===== config.mk =====
export PLATFORM = sky130hd
export DESIGN_NAME = lbm_axis_pixel_unpacker_flat
export DESIGN_NICKNAME = d
export VERILOG_FILES = /design/src/rtl/lbm_axis_pixel_unpacker_pkg.sv /design/src/rtl/lbm_axis_pixel_unpacker_if.sv /design/src/rtl/lbm_axis_pixel_unpacker_fifo.sv /design/src/rtl/lbm_axis_pixel_unpacker.sv /design/src/flat_wrapper.sv
export SDC_FILE = /design/constraint.sdc
export NUM_CORES = 1
export LEC_CHECK = 0
export BUFFER_PORTS_ARGS = -buffer_cell sky130_fd_sc_hd__buf_2
export CORE_MARGIN = 1.5
export CORE_UTILIZATION = 52
export DETAILED_ROUTE_END_ITERATION = 8
export GPL_ROUTABILITY_DRIVEN = 1
export PLACE_DENSITY = 0.81
export REMOVE_ABC_BUFFERS = 1
export SETUP_SLACK_MARGIN = 0.2
export SYNTH_ARGS = -nofsm -noshare
export SYNTH_HDL_FRONTEND = slang
export SYNTH_SLANG_ARGS = --single-unit

===== constraint.sdc =====
create_clock -name m00_axis_aclk -period 7.15 [get_ports m00_axis_aclk]
set_input_delay 2.145 -clock m00_axis_aclk [delete_from_list [all_inputs] [get_ports m00_axis_aclk]]
set_output_delay 2.145 -clock m00_axis_aclk [all_outputs]
set_load 0.01 [all_outputs]

===== src/rtl/lbm_axis_pixel_unpacker_pkg.sv =====
// Shared definitions for the lattice-Boltzmann pixel unpacker.
//   NUM_DIR          : directions per pixel (D2Q9)
//   DIR_*            : lane index of each direction inside a packed pixel
//   state_e          : frame controller states
package lbm_pkg;

    localparam int unsigned NUM_DIR = 9;

    // Lane k occupies bits [k*DATA_WIDTH +: DATA_WIDTH] of a packed pixel.
    localparam int unsigned DIR_N    = 0;
    localparam int unsigned DIR_NULL = 1;
    localparam int unsigned DIR_NE   = 2;
    localparam int unsigned DIR_E    = 3;
    localparam int unsigned DIR_SE   = 4;
    localparam int unsigned DIR_S    = 5;
    localparam int unsigned DIR_SW   = 6;
    localparam int unsigned DIR_W    = 7;
    localparam int unsigned DIR_NW   = 8;

    typedef enum logic [1:0] {
        IDLE = 2'd0,
        RUN  = 2'd1,
        DONE = 2'd2
    } state_e;

endpackage


===== src/rtl/lbm_axis_pixel_unpacker_if.sv =====
// Stream bundle of the pixel unpacker: upstream AXI-Stream beats in, unpacked pixels out.
//   m00_axis_tvalid/tdata/tlast/tready : upstream packed-pixel stream
//   px_valid/px_ready/px_data/px_addr/px_last : downstream pixel stream
// Modports: slave = the unpacker's view, master = the surrounding environment.
interface lbm_axis_pixel_unpacker_if #(
    parameter int unsigned DATA_WIDTH    = 16,
    parameter int unsigned NUM_DIR       = lbm_pkg::NUM_DIR,
    parameter int unsigned ADDRESS_WIDTH = 12
);

    localparam int unsigned PIXEL_WIDTH = NUM_DIR * DATA_WIDTH;

    logic                     m00_axis_tvalid;
    logic [PIXEL_WIDTH-1:0]   m00_axis_tdata;
    logic                     m00_axis_tlast;
    logic                     m00_axis_tready;

    logic                     px_valid;
    logic                     px_ready;
    logic [PIXEL_WIDTH-1:0]   px_data;
    logic [ADDRESS_WIDTH-1:0] px_addr;
    logic                     px_last;

    modport slave (
        input  m00_axis_tvalid,
        input  m00_axis_tdata,
        input  m00_axis_tlast,
        output m00_axis_tready,
        output px_valid,
        input  px_ready,
        output px_data,
        output px_addr,
        output px_last
    );

    modport master (
        output m00_axis_tvalid,
        output m00_axis_tdata,
        output m00_axis_tlast,
        input  m00_axis_tready,
        input  px_valid,
        output px_ready,
        input  px_data,
        input  px_addr,
        input  px_last
    );

endinterface


===== src/rtl/lbm_axis_pixel_unpacker_fifo.sv =====
// Synchronous FIFO with a first-word-fall-through head.
//   clk, rst        : clock, synchronous active-high reset (flushes contents)
//   push, push_data : write one entry (ignored when full)
//   pop             : drop the head entry (ignored when empty)
//   head_data       : current head entry, valid while !empty
//   full, empty     : occupancy flags
module lbm_sync_fifo #(
    parameter int unsigned WIDTH = 8,
    parameter int unsigned DEPTH = 4
) (
    input  logic             clk,
    input  logic             rst,
    input  logic             push,
    input  logic [WIDTH-1:0] push_data,
    input  logic             pop,
    output logic [WIDTH-1:0] head_data,
    output logic             full,
    output logic             empty
);

    localparam int unsigned PTR_WIDTH = (DEPTH > 1) ? $clog2(DEPTH) : 1;

    logic [WIDTH-1:0]   mem_q [DEPTH];
    // Extra pointer bit distinguishes full from empty when the indices match.
    logic [PTR_WIDTH:0] wr_ptr_q, rd_ptr_q;
    logic               do_push, do_pop;

    assign do_push = push && !full;
    assign do_pop  = pop && !empty;

    always_ff @(posedge clk) begin
        if (rst) begin
            wr_ptr_q <= '0;
            rd_ptr_q <= '0;
        end else begin
            if (do_push) begin
                wr_ptr_q <= wr_ptr_q + 1'b1;
            end
            if (do_pop) begin
                rd_ptr_q <= rd_ptr_q + 1'b1;
            end
        end
    end

    always_ff @(posedge clk) begin
        if (do_push) begin
            mem_q[wr_ptr_q[PTR_WIDTH-1:0]] <= push_data;
        end
    end

    assign head_data = mem_q[rd_ptr_q[PTR_WIDTH-1:0]];
    assign empty     = (wr_ptr_q == rd_ptr_q);
    assign full      = (wr_ptr_q[PTR_WIDTH] != rd_ptr_q[PTR_WIDTH]) &&
                       (wr_ptr_q[PTR_WIDTH-1:0] == rd_ptr_q[PTR_WIDTH-1:0]);

endmodule


===== src/rtl/lbm_axis_pixel_unpacker.sv =====
// AXI-Stream slave that takes one packed D2Q9 pixel per beat, buffers it and presents it
// downstream unpacked into NUM_DIR lanes, tagged with its index within the frame.
//   m00_axis_aclk     : clock
//   m00_axis_aresetn  : synchronous reset, active-HIGH despite the name
//   start             : begin a frame (only honoured when idle)
//   axis              : upstream beats and downstream pixels (slave modport)
//   busy              : frame in progress
//   frame_done        : one-cycle pulse after the last pixel handshake
//   tlast_err         : sticky flag, tlast disagreed with the beat index
module lbm_axis_pixel_unpacker #(
    parameter int unsigned DATA_WIDTH    = 16,
    parameter int unsigned NUM_DIR       = lbm_pkg::NUM_DIR,
    parameter int unsigned DEPTH         = 2500,
    parameter int unsigned ADDRESS_WIDTH = 12,
    parameter int unsigned FIFO_DEPTH    = 4
) (
    input  logic                            m00_axis_aclk,
    input  logic                            m00_axis_aresetn,
    input  logic                            start,
    lbm_axis_pixel_unpacker_if.slave        axis,
    output logic                            busy,
    output logic                            frame_done,
    output logic                            tlast_err
);

    import lbm_pkg::*;

    localparam int unsigned PIXEL_WIDTH = NUM_DIR * DATA_WIDTH;
    localparam int unsigned ENTRY_WIDTH = PIXEL_WIDTH + ADDRESS_WIDTH;
    // One extra bit so that a count of DEPTH is representable.
    localparam int unsigned CNT_WIDTH   = ADDRESS_WIDTH + 1;

    localparam logic [CNT_WIDTH-1:0]     FRAME_LEN = CNT_WIDTH'(DEPTH);
    localparam logic [CNT_WIDTH-1:0]     LAST_IDX  = CNT_WIDTH'(DEPTH - 1);
    localparam logic [ADDRESS_WIDTH-1:0] LAST_ADDR = ADDRESS_WIDTH'(DEPTH - 1);

    state_e                   state_q, state_d;
    logic [CNT_WIDTH-1:0]     accept_cnt_q, accept_cnt_d;
    logic                     tlast_err_q, tlast_err_d;

    logic                     fifo_full, fifo_empty;
    logic                     push, pop;
    logic [ENTRY_WIDTH-1:0]   push_entry, head_entry;
    logic [PIXEL_WIDTH-1:0]   head_data;
    logic [ADDRESS_WIDTH-1:0] head_addr;
    logic                     head_last;

    // Registered state only; never looks at tvalid.
    assign axis.m00_axis_tready = (state_q == RUN) && !fifo_full && (accept_cnt_q < FRAME_LEN);

    assign push       = axis.m00_axis_tvalid && axis.m00_axis_tready;
    assign pop        = !fifo_empty && axis.px_ready;
    assign push_entry = {axis.m00_axis_tdata, accept_cnt_q[ADDRESS_WIDTH-1:0]};

    assign {head_data, head_addr} = head_entry;
    assign head_last              = (head_addr == LAST_ADDR);

    lbm_sync_fifo #(
        .WIDTH (ENTRY_WIDTH),
        .DEPTH (FIFO_DEPTH)
    ) u_fifo (
        .clk       (m00_axis_aclk),
        .rst       (m00_axis_aresetn),
        .push      (push),
        .push_data (push_entry),
        .pop       (pop),
        .head_data (head_entry),
        .full      (fifo_full),
        .empty     (fifo_empty)
    );

    // Head is masked while empty so the outputs read zero out of reset.
    assign axis.px_valid = !fifo_empty;
    assign axis.px_data  = fifo_empty ? '0 : head_data;
    assign axis.px_addr  = fifo_empty ? '0 : head_addr;
    assign axis.px_last  = !fifo_empty && head_last;

    always_ff @(posedge m00_axis_aclk) begin
        if (m00_axis_aresetn) begin
            state_q      <= IDLE;
            accept_cnt_q <= '0;
            tlast_err_q  <= 1'b0;
        end else begin
            state_q      <= state_d;
            accept_cnt_q <= accept_cnt_d;
            tlast_err_q  <= tlast_err_d;
        end
    end

    always_comb begin
        state_d      = state_q;
        accept_cnt_d = accept_cnt_q;
        tlast_err_d  = tlast_err_q;
        unique case (state_q)
            IDLE: begin
                if (start) begin
                    state_d      = RUN;
                    accept_cnt_d = '0;
                    tlast_err_d  = 1'b0;
                end
            end
            RUN: begin
                if (push) begin
                    accept_cnt_d = accept_cnt_q + 1'b1;
                    // tlast must be high on exactly the final beat of the frame.
                    if (axis.m00_axis_tlast != (accept_cnt_q == LAST_IDX)) begin
                        tlast_err_d = 1'b1;
                    end
                end
                if (pop && head_last) begin
                    state_d = DONE;
                end
            end
            DONE: begin
                state_d = IDLE;
            end
            default: begin
                state_d = IDLE;
            end
        endcase
    end

    assign busy       = (state_q != IDLE);
    assign frame_done = (state_q == DONE);
    assign tlast_err  = tlast_err_q;

endmodule


===== src/flat_wrapper.sv =====
// flat-port wrapper written by rule: the top's interface ports become plain ports
module lbm_axis_pixel_unpacker_flat import lbm_pkg::*;
#(
    parameter int unsigned DATA_WIDTH    = 16,
    parameter int unsigned NUM_DIR       = lbm_pkg::NUM_DIR,
    parameter int unsigned DEPTH         = 2500,
    parameter int unsigned ADDRESS_WIDTH = 12,
    parameter int unsigned FIFO_DEPTH    = 4
)
  (m00_axis_aclk, m00_axis_aresetn, start, busy, frame_done, tlast_err, axis_m00_axis_tvalid, axis_m00_axis_tdata, axis_m00_axis_tlast, axis_m00_axis_tready, axis_px_valid, axis_px_ready, axis_px_data, axis_px_addr, axis_px_last);
  lbm_axis_pixel_unpacker_if #(.DATA_WIDTH(DATA_WIDTH), .NUM_DIR(NUM_DIR), .ADDRESS_WIDTH(ADDRESS_WIDTH)) axis_i ();
  input  logic m00_axis_aclk;
  input  logic m00_axis_aresetn;
  input  logic start;
  output logic busy;
  output logic frame_done;
  output logic tlast_err;
  input wire logic [$bits(axis_i.m00_axis_tvalid)-1:0] axis_m00_axis_tvalid;
  input wire logic [$bits(axis_i.m00_axis_tdata)-1:0] axis_m00_axis_tdata;
  input wire logic [$bits(axis_i.m00_axis_tlast)-1:0] axis_m00_axis_tlast;
  output wire logic [$bits(axis_i.m00_axis_tready)-1:0] axis_m00_axis_tready;
  output wire logic [$bits(axis_i.px_valid)-1:0] axis_px_valid;
  input wire logic [$bits(axis_i.px_ready)-1:0] axis_px_ready;
  output wire logic [$bits(axis_i.px_data)-1:0] axis_px_data;
  output wire logic [$bits(axis_i.px_addr)-1:0] axis_px_addr;
  output wire logic [$bits(axis_i.px_last)-1:0] axis_px_last;
  assign axis_i.m00_axis_tvalid = axis_m00_axis_tvalid;
  assign axis_i.m00_axis_tdata = axis_m00_axis_tdata;
  assign axis_i.m00_axis_tlast = axis_m00_axis_tlast;
  assign axis_m00_axis_tready = axis_i.m00_axis_tready;
  assign axis_px_valid = axis_i.px_valid;
  assign axis_i.px_ready = axis_px_ready;
  assign axis_px_data = axis_i.px_data;
  assign axis_px_addr = axis_i.px_addr;
  assign axis_px_last = axis_i.px_last;
  lbm_axis_pixel_unpacker #(.DATA_WIDTH(DATA_WIDTH), .NUM_DIR(NUM_DIR), .DEPTH(DEPTH), .ADDRESS_WIDTH(ADDRESS_WIDTH), .FIFO_DEPTH(FIFO_DEPTH)) u_core (.m00_axis_aclk(m00_axis_aclk), .m00_axis_aresetn(m00_axis_aresetn), .start(start), .axis(axis_i), .busy(busy), .frame_done(frame_done), .tlast_err(tlast_err));
endmodule

==> out/results.txt <==
Outcome: finished clean
H-tree levels: 2
#FFs+latches synth: 648
WP buf/inv: 3
CP top delay family: buffers and inverters
Buffers on Ports: 311
Slowest cell on crit path: dfxtp_4
Initial antenna violation count: 4
Full die area: 48900 sq um
Final Setup Violations: 0
Num CTS Buffers: 61
Final wirelength: 49900 um
Io pins: 312
Largest net degree at the start of global routing: 116
PwrDens: 291 nW/um^2
Arrival @ worst endpoint: 3.24 ns
Placer congestion estimate: 0.787
CP startpoint kind: flop
Area of the multi-input gates: 5260 sq um
Via count: 12000
Final core area utilization: 0.621
DRC violations left: 0
CTS Buffer Depth: 3
Number of max-cap violations: 0
GRT Overall Usage: 0.206
Final slew viol count: 0
Post-synth EDFFs: 624
Setup crit end kind: primary output
Fin. Hold Viols: 0
Grt total ovfl: 0
Hpwl dp: 29100 um
FMAX: 186 MHz
Register area: 19200 sq um
Yosys warnings: 0
Worst path cell trace: buf_4 -> mux2i_1 -> a211o_1 -> inv_1 -> nand2_1 -> nor3_1 -> buf_2
P&R area growth vs syn: 17.3%
Post-synth top area share: 0.757
Min Tclk post-route: 5.39 ns
Post-synth ARST share: 0
Worst Tran Pin Value: 1.19 ns
Core area: 46800 sq um
# nets final: 1632
Number of cell rows: 79
Share of layout cells above drive strength 1: 0.383
Clk Tree Root Cell: clkbuf_16
Die X: 221 um
Vias in the first global route: 12500
Cell count after synthesis: 1143
Clock Sinks: 648
Fill cells: 3210
Avg Cell Area, Syn: 21.7 sq um
Drt pass-1 iters: 5
Clock-pin transition on the worst setup and hold timing paths: 0.06 ns
Worst-case headroom to the max-slew limit: 0.205
Post-cts resize count: 0
Max FO, Critical Path: 59
Register area share after synthesis: 0.776
RSZ-0062 raised after global routing: false
Power Total: 8.45 mW
Main synth FF type: edfxtp_1
Routed len/inst: 23.3 um
DR vias/cell: 5.61
Clock skew: 0.0225 ns
Period utilization: 0.754
Hold Crit Class: flop to flop
Starting density of the core: 0.530
Synth top area cells: edfxtp_1 (76%), mux4_2 (14%), and2_1 (4.1%), dfxtp_1 (1.9%), clkbuf_1 (0.44%)
Leak: 9.94 nW
ANT nets after route: 0
Synth cell count leaders: edfxtp_1 (624), and2_1 (162), mux4_2 (152), clkbuf_1 (29), dfxtp_1 (24)
Post-Syn Area: 24800 sq um
Max stage delay on crit path: 0.92 ns
TritonCTS clock tree: built
Yosys cell types: 48
CTS Hold Bufs: 0
Die H: 221 um
Drt initial violations: 1024
Number of setup buffers added after CTS: 0
Maximum vdd drop: 0.000224 V
Clk Latency, worst-skew pair: 0.62 ns
Critical Path RT: 5.01 ns
Critical path class: flop to primary output
Post-synth top area cell: edfxtp_1
Global-route wire length before repair: 76000 um
Top-count cell post-synth: edfxtp_1
## layout make-up
cell class,instances,share of cell area
Sequential cell,648,0.662
Tap cell,607,0.0261
Clock buffer,81,0.0580
Inverter,9,0.00125
Multi-Input combinational cell,430,0.181
Clock inverter,33,0.00982
Antenna cell,5,0.000431
Timing Repair Buffer,326,0.0613
## flip-flops by register name (all words and copies together) (netlist names), named ones only
signal and count:
u_core.u_fifo.wr_ptr_q 3, u_core.state_q 2, u_core.accept_cnt_q 13, u_core.u_fifo.mem_q 624, u_core.tlast_err 1, u_core.u_fifo.rd_ptr_q 3
## final timing paths
path	depth (start not counted)	startpoint	end	slack, ns
worst min register to register	1	u_core.accept_cnt_q[12]	u_core.accept_cnt_q[12]	0.54
worst max register to register	5	u_core.accept_cnt_q[5]	u_core.u_fifo.mem_q[0][0]	3.71
worst max-delay path	7	flop	axis_px_last	1.76
worst min-delay path	1	u_core.accept_cnt_q[12]	u_core.accept_cnt_q[12]	0.54
## where the power goes
group	internal, mW	leakage (nW)	switching (mW)
sequential	4.24	5.87	0.0330
combinational	0.473	3.11	0.551
clock	1.80	0.960	1.36
total	6.51	9.94	1.94
## stage by stage
step | cell area [sq um] | worst slack [ns] | hold WS (ns) | TNS (ns) | std cells
2_1_floorplan | 24500 | -3.18 | 0.446 | -354.10 | 1087
5_1_grt | 29000 | 1.54 | 0.553 | 0 | 2137
6_report | 29000 | 1.76 | 0.538 | 0 | 2139
3_5_place_dp | 27100 | 2.28 | 0.519 | 0 | 2020
4_1_cts | 29000 | 1.62 | 0.528 | 0 | 2134
3_3_place_gp | 27100 | 2.32 | 0.510 | 0 | 2020
## cells in the final DEF (no fill, tap or decap), types with 14 or more instances in the layout
cell type,netlist,layout
nor2_1,15,15
dfxtp_1,24,22
clkinv_2,0,14
edfxtp_1,624,624
clkbuf_16,0,63
and2_1,162,158
mux4_2,152,152
buf_2,16,311
clkbuf_1,29,14
## cell families after synthesis
kind of cell               synth area share
adders and majority gates           0.00303
and+or+nand+nor                      0.0541
AOI/OAI and AO/OA                   0.00915
DFF                                   0.776
xor gates and xnor gates            0.00283
buffers and inverters                0.0116
muxes                                 0.143
## metal layers
layer	up-vias	wire length (um)	GRT usage	share of wire
met2	435	25000	0.335	0.50
met3	76	3200	0.0394	0.064
met5	-	13	0	0.00026
met4	2	1160	0.0583	0.023
met1	6173	20500	0.287	0.41
li1	5321	-	-	-
Power figures use the tool's default switching activity.
